`config.mk`:
```
export PLATFORM = sky130hd
export DESIGN_NAME = addr_reg_bank
export DESIGN_NICKNAME = d
export VERILOG_FILES = /design/src/rtl/addr_reg_bank.sv
export SDC_FILE = /design/constraint.sdc
export NUM_CORES = 1
export LEC_CHECK = 0
export CAP_MARGIN = 10
export CORE_ASPECT_RATIO = 1.4
export CORE_MARGIN = 4
export CORE_UTILIZATION = 25
export CTS_CLUSTER_DIAMETER = 60
export DETAILED_ROUTE_END_ITERATION = 12
export PLACE_DENSITY_LB_ADDON = 0.1
export SYNTH_ARGS = -nofsm -noshare
export SYNTH_HDL_FRONTEND = slang
export SYNTH_SLANG_ARGS = --single-unit
```
`constraint.sdc`:
```
create_clock -name clk -period 6.1 [get_ports clk]
set_clock_uncertainty 0.15 [all_clocks]
set_input_delay 1.22 -clock clk [delete_from_list [all_inputs] [get_ports clk]]
set_output_delay 1.22 -clock clk [all_outputs]
set_load 0.01 [all_outputs]
```
`src/rtl/addr_reg_bank.sv`:
```
// Bank of independently stepped/written address registers serving the CPU and DMA engines.
// One channel (sel) is read combinationally and updated per enabled cycle.
module addr_reg_bank #(
  parameter int unsigned N_CH      = 8,
  parameter int unsigned AW        = 24,
  parameter int unsigned PAGE_BITS = 8,
  parameter int unsigned BANK_BITS = 16,
  localparam int unsigned CW       = (N_CH > 1) ? $clog2(N_CH) : 1,
  localparam int unsigned NL       = AW / 8
) (
  input  logic          clk,
  input  logic          reset_n,
  input  logic          cpu_en,
  input  logic [CW-1:0] sel,
  output logic [AW-1:0] rdata,
  input  logic [AW-1:0] wdata,
  input  logic [NL-1:0] write,
  input  logic          bank_inc,
  input  logic          step,
  input  logic [1:0]    mode,
  input  logic [1:0]    wrap,
  output logic          page_cross,
  output logic          bank_cross
);

  localparam int unsigned BW = AW - BANK_BITS;
  localparam int unsigned BL = BANK_BITS / 8;
  localparam logic [AW-1:0] PageMask = {{(AW - PAGE_BITS){1'b0}}, {PAGE_BITS{1'b1}}};
  localparam logic [AW-1:0] BankMask = {{(AW - BANK_BITS){1'b0}}, {BANK_BITS{1'b1}}};

  logic [AW-1:0] regs_q [N_CH];
  logic [AW-1:0] regs_d [N_CH];
  logic          page_cross_q, page_cross_d;
  logic          bank_cross_q, bank_cross_d;

  logic          sel_valid;
  logic [AW-1:0] cur;
  logic [AW-1:0] step_sum;
  logic [AW-1:0] step_mask;
  logic [AW-1:0] step_val;
  logic [AW-1:0] wr_val;
  logic [BW-1:0] bank_base;
  logic          bank_wr;

  if (N_CH == (2 ** CW)) begin : g_full
    assign sel_valid = 1'b1;
  end else begin : g_partial
    assign sel_valid = ({{(32 - CW){1'b0}}, sel} < N_CH);
  end

  assign cur   = sel_valid ? regs_q[sel] : '0;
  assign rdata = cur;

  // Adding all-ones decrements; the mask confines the change to the wrap field.
  always_comb begin
    step_sum = cur + (mode[0] ? {AW{1'b1}} : {{(AW - 1){1'b0}}, 1'b1});
    unique case (wrap)
      2'b01:   step_mask = PageMask;
      2'b10:   step_mask = BankMask;
      default: step_mask = {AW{1'b1}};
    endcase
    step_val = (cur & ~step_mask) | (step_sum & step_mask);
  end

  always_comb begin
    wr_val = cur;
    for (int i = 0; i < BL; i++) begin
      if (write[i]) wr_val[8*i +: 8] = wdata[8*i +: 8];
    end
    bank_wr   = |write[NL-1:BL];
    bank_base = bank_wr ? wdata[AW-1:BANK_BITS] : cur[AW-1:BANK_BITS];
    wr_val[AW-1:BANK_BITS] = bank_base + {{(BW - 1){1'b0}}, bank_inc};
  end

  always_comb begin
    regs_d       = regs_q;
    page_cross_d = 1'b0;
    bank_cross_d = 1'b0;
    if (cpu_en && sel_valid) begin
      if (step) begin
        if (!mode[1]) begin
          regs_d[sel]  = step_val;
          page_cross_d = mode[0] ? ~|cur[PAGE_BITS-1:0] : &cur[PAGE_BITS-1:0];
          bank_cross_d = mode[0] ? ~|cur[BANK_BITS-1:0] : &cur[BANK_BITS-1:0];
        end
      end else begin
        regs_d[sel] = wr_val;
      end
    end
  end

  always_ff @(posedge clk) begin
    if (!reset_n) begin
      for (int i = 0; i < N_CH; i++) regs_q[i] <= '0;
      page_cross_q <= 1'b0;
      bank_cross_q <= 1'b0;
    end else if (cpu_en) begin
      for (int i = 0; i < N_CH; i++) regs_q[i] <= regs_d[i];
      page_cross_q <= page_cross_d;
      bank_cross_q <= bank_cross_d;
    end
  end

  assign page_cross = page_cross_q;
  assign bank_cross = bank_cross_q;

endmodule
```
======== Yosys cells after proc, flatten, opt, wreduce, memory -nomap -nowiden ========
Cells that the tools add are included.
operators by class
  add/subtract/negate cells ............... 2
  magnitude comparators ................... 2
  eq/ne operators ......................... 3
  multiplexer cells ....................... 20
  bitwise operators ....................... 5
  reduce and logical (&&, ||, !) cells .... 8
operators by type and width
  cell                                                                  number
  192-bit bitwise mux                                                   2
  192-bit 2-to-1 mux                                                    2
  24-bit 2-to-1 mux                                                     4
  24-bit binary-select mux with 3-bit select                            1
  24-bit demux with 3-bit select                                        1
  24-bit AND                                                            2
  24-bit case mux with 2 select lines                                   1
  24-bit adder                                                          1
  8-bit 2-to-1 mux                                                      3
  24-bit NOT                                                            1
  24-bit bitwise OR                                                     1
  16-bit AND reduction                                                  1
  16-bit OR reduction                                                   1
  8-bit by 1-bit adder with 8-bit output                                1
  8-bit AND reduction                                                   1
  8-bit OR reduction                                                    1
  1-bit 2-to-1 mux                                                      6
  4-bit >= comparator, second input constant                            1
  4-bit by 1-bit < comparator with 1-bit output, second input constant  1
  3-bit NOT with 4-bit output                                           1
  2-bit by 1-bit == test with 1-bit output, second input constant       1
  2-bit == test, second input constant                                  1
  1-bit logical NOT                                                     2
  2-bit != test, second input constant                                  1
  2 further kinds                                                       2
storage, ports and cells
  bits in registers ....................... 194
  input port bits ......................... 39
  output and inout port bits .............. 26

======== Depth between registers and ports, before layout ========
  word-level depth ........................ 10
  gate-level depth with buffers ........... 19
  gate-level depth less buffers ........... 14

======== Least setup slack after synthesis ========
Ideal clock, no wire load.
  kind .................................... input to register
  start ................................... input port sel[0]
  end ..................................... register regs_q[92] in the netlist's numbering
  library setup time ...................... 0.067 ns
  arrival ................................. 4.928 ns
  setup slack ............................. 0.955 ns
  cell stages on the path ................. 17
  path buffers ............................ 7
  path through ............................ buf_2 > buf_2 > buf_2 > clkbuf_1 > clkbuf_1 > o221ai_1 > ha_1 > clkbuf_1 > a21oi_1 > nor2_1 > o21a_1 > o41ai_2 > nand3_1 > and3_1 > or4_1 > buf_6 > o21ai_2
between the ends
  word-level cells in the longest chain between the ends .. 10
  elaborated cells on any way between the ends .. 19
  those cells by class .................... add/sub (2); order compare (2); mux (10); bitwise (4); reduce/logical (1)
RTL lines
  item                                                   line  source
  start, declared                                        14    input logic [CW-1:0] sel,
  3-bit NOT with 4-bit output (not written as such)      51    assign cur = sel_valid ? regs_q[sel] : '0;
  24-bit binary-select mux with 3-bit select             51
  24-bit 2-to-1 mux (not written as such) (2 in series)  51
  named net rdata[13]                                    15    output logic [AW-1:0] rdata,
  24-bit adder                                           56    step_sum = cur + (mode[0] ? {AW{1'b1}} : {{(AW - 1){1'b0}}, 1'b1});
  24-bit AND                                             62    step_val = (cur & ~step_mask) | (step_sum & step_mask);
  24-bit bitwise OR                                      62
  192-bit bitwise mux                                    82    regs_d[sel] = step_val;
  192-bit 2-to-1 mux                                     81    if (!mode[1]) begin
  192-bit 2-to-1 mux                                     80    if (step) begin
  end, declared                                          31    logic [AW-1:0] regs_q [N_CH];
The timed path passes the listed nets, and every way through them passes these cells. The select of a mux whose other input is x is not followed.
A chain may end at the register's enable or synchronous reset.

======== Worst setup path after layout ========
  start ................................... input port sel[2]
  end ..................................... register regs_q[68] in the netlist's numbering
between the ends
  word-level cells in the longest chain between the ends .. 10
  elaborated cells on any way between the ends .. 19
  those cells by class .................... add/sub (2); order compare (2); mux (10); bitwise (4); reduce/logical (1)
RTL lines
  item                                                   line
  3-bit NOT with 4-bit output (not written as such) (*)  51, 82, 87
  24-bit binary-select mux with 3-bit select             51
  24-bit 2-to-1 mux (not written as such) (2 in series)  51
  24-bit adder                                           56
  24-bit AND                                             62
  24-bit bitwise OR                                      62
  192-bit bitwise mux                                    82
  192-bit 2-to-1 mux                                     81
  192-bit 2-to-1 mux (*)                                 80
Every way passes the cells marked *; elsewhere a longest branch is shown, timed or not. The select of a mux whose other input is x is not followed.

==> flow_summary.ini <==
[clocking]
cts-htree-levels = 4
hold_buffers = 0
cts_resized = 0
cts_setup_buffers = 0
cts_made_buffers = 17
clkSinkCount = 194
clock_latency_ns = 0.45
root_buffer = clkbuf_16
cts_tree = built
cts_buffer_depth = 2
cts.clk_slew.worst_paths_ns = 0.08

[cells_and_area]
drive_gt1_frac = 0.1364
final_util = 0.3023
fin_nets = 1386
syn_to_final_growth_pct = 18.74
diodes = 0
fin_area_um2 = 12550
fillCellCount = 4442

[detailed_routing]
firstDrtPassIters = 5
via_count = 9799
vias_per_cell = 5.229
detail-route-antenna-nets = 0
drt_iter0_drc = 655
wl_um = 42880
drc = 0
wl_per_cell_um = 22.88

[sta]
finalCriticalPeriod_ns = 5.319
setup_viol = 0
setup_tns_ns = 0
fin_ws_ns = 0.7814
worstMarginPinSlew_ns = 1.098
fin_crit_sh = 0.8719
hold_viol = 0
final_max_slew_viol_count = 0
rsz0062_at_grt = false
clock.fmax_mhz = 188.0
max-slew-margin-rel = 0.2679

[yosys]
ys.flop_type = dfxtp_1
synth.area.mux_share = 0.09364
synth-edff-count = 0
yosysWarnings = 0
ys_ff_latch = 194
syn_inst = 1265
synth-adder-area-share = 0.03149
yosysSeqAreaShare = 0.3675
async_flop_share = 0
synth_top_cell_area_share = 0.3675
synth_top_area_cell = dfxtp_1
synth_top_family_by_area = compound AO/OA/AOI/OAI gates
synth_cell_types = 86
synth_area_leaders = dfxtp_1 37%, nor2_1 6.0%, a211oi_1 4.9%
synth_nets = 1330
synth-xor-area-share = 0.01563
synth_compound_area_frac = 0.2642
syn-cell-area_um2 = 10570
avgSynthCellArea_um2 = 8.355
synth-simple-area-share = 0.1786

[floorplan]
rows = 88
core-area_um2 = 41510
die_area_um2 = 45680
die_w_um = 181.8
boundaryPins = 65
start_util = 0.2546
die_h_um = 251.3

[pwr]
power_per_cell_area_nw_per_um2 = 242.1
ir_drop_v = 0.0001719
p_leak_nw = 4.510
finalPower_mw = 3.038

[critical_path]
end_kind = flip-flop
crit_top_cell = a21oi_1
ff2ff_path_depth = 12
crit_arrival_ns = 5.55
path_cells = buf_2 > buf_12 > buf_4 > mux2i_1 > nor2_1 > a21oi_1 > o221ai_1 > ha_1 > a21oi_1 > o21ai_0 > o2111ai_1 > nand3_1 > and3_1 > or4_1 > o21ai_2
cp.required_ns = 6.33
crit_path_start = sel[2]
r2r-start = regs_q[48]
slowest_delay_ns = 0.78
reg2reg_slack_ns = 1.99
path_class = input port to flip-flop
slowest_stage = or4_1
critical_path_buf_inv_count = 3
crit_family = compound AO/OA/AOI/OAI gates
critPathMaxFanout = 21
cp.depth = 15
r2r-end = regs_q[68]
start_kind = input port

[global_route]
overflow = 0
grt_max_degree = 99
grt_usage = 0.1826
first_global_vias = 9604
grt_pass1_wl_um = 63140
grt_antenna_before_repair = 0

[placement]
postPlaceCellArea_um2 = 11980
port_buffers = 64
place_ws_ns = 0.3204
routabilityCongestion = 0.7824
hpwl_um = 30320

[hold_path]
hold_start = regs_q[138]
min_path_cells = 2
hold_path_class = flip-flop to flip-flop
min_to = regs_q[138]

[flow_run]
cap_violations = 0

[run_status]
outcome = completed
-- final cells by class --
class,instances,area (um2),share of cell area
Inverter,18,68.82,0.005484
Sequential cell,194,3884,0.3095
Clock buffer,19,442.9,0.03529
Clock inverter,13,126.4,0.01007
Timing Repair Buffer,133,1159,0.09232
Multi-Input combinational cell,957,6193,0.4935
Tap cell,540,675.6,0.05384
-- layer usage --
metal	up-vias	global-route usage	share of wire	wire length, um
li1	4800	-	-	-
met1	4799	0.2108	0.41	17580
met2	163	0.3508	0.55	23420
met3	37	0.01939	0.023	1002
met4	0	0.05428	0.020	877
met5	-	0	0	0
-- cells by family (layout without fill, tap and decap cells) --
| kind of cell | count (synthesis) | count (layout) |
|---|---|---|
| compound gates | 413 | 413 |
| xor+xnor | 18 | 18 |
| fa+ha+maj | 26 | 26 |
| buf+inv | 114 | 183 |
| flops | 194 | 194 |
| mux | 78 | 78 |
| simple gates | 422 | 422 |
-- state kept, by name, summed over array words and instances, names as in the netlist --
signal and count:
regs_q 192, page_cross 1, bank_cross 1
-- report_power, final --
part	total [mW]	internal, mW	switching (mW)
sequential	1.32	1.30	0.0172
combinational	0.591	0.214	0.377
clock	1.13	0.583	0.548
-- tightest hold or removal path, delay by kind of cell (launching register included) --
kind             cells  cell delay [ns]
AND/OR/NAND/NOR      1             0.05
flip-flops           1             0.31
AO/OA/AOI/OAI        1             0.05
-- cell usage after synthesis (21+ instances only) --
master / number
a211oi_1: 69
a21oi_1: 103
a221oi_1: 21
clkbuf_1: 71
dfxtp_1: 194
ha_1: 25
mux2_2: 28
mux2i_1: 28
nand2_1: 111
nand3_1: 52
nor2_1: 168
nor3_1: 27
o21ai_0: 87
-- how the worst max path moves through the flow --
stage	slack [ns]	end
2_1_floorplan	0.96	regs_q[92]
5_1_grt	0.57	regs_q[138]
3_5_place_dp	0.32	regs_q[68]
4_1_cts	0.76	rdata[6]
3_3_place_gp	0.32	regs_q[44]
6_report	0.78	regs_q[68]
-- placed cells by master, fill, tap and decap left out, drive strengths merged, types with 5 or more instances in the layout --
| cell | n |
|---|---|
| a211oi | 69 |
| nand4 | 7 |
| a21oi | 103 |
| clkinv | 7 |
| o22ai | 7 |
| a31oi | 9 |
| o21ai | 102 |
| o31ai | 9 |
| ha | 25 |
| o21a | 5 |
| nor3 | 27 |
| clkdlybuf4s50 | 59 |
| o221ai | 5 |
| o2bb2ai | 5 |
| inv | 21 |
| and3 | 9 |
| a21o | 7 |
| o211ai | 8 |
| buf | 74 |
| a22oi | 13 |
| or4 | 5 |
| xnor2 | 13 |
| mux2i | 29 |
| dfxtp | 194 |
| mux2 | 39 |
| nand2 | 111 |
| nor2 | 169 |
| a221oi | 23 |
| o2111ai | 6 |
| nand3 | 54 |
| mux4 | 10 |
| a32oi | 16 |
| xor2 | 5 |
| nor2b | 6 |
| clkbuf | 19 |
| nand2b | 11 |
-- stage by stage --
stage / std cells / hold slack [ns]
6_report: 1874 / 0.3040
5_1_grt: 1874 / 0.3268
4_1_cts: 1874 / 0.3057
3_5_place_dp: 1842 / 0.2957
3_3_place_gp: 1842 / 0.2906
2_1_floorplan: 1265 / 0.2829
Note: power is estimated with default switching activity, not from simulation.
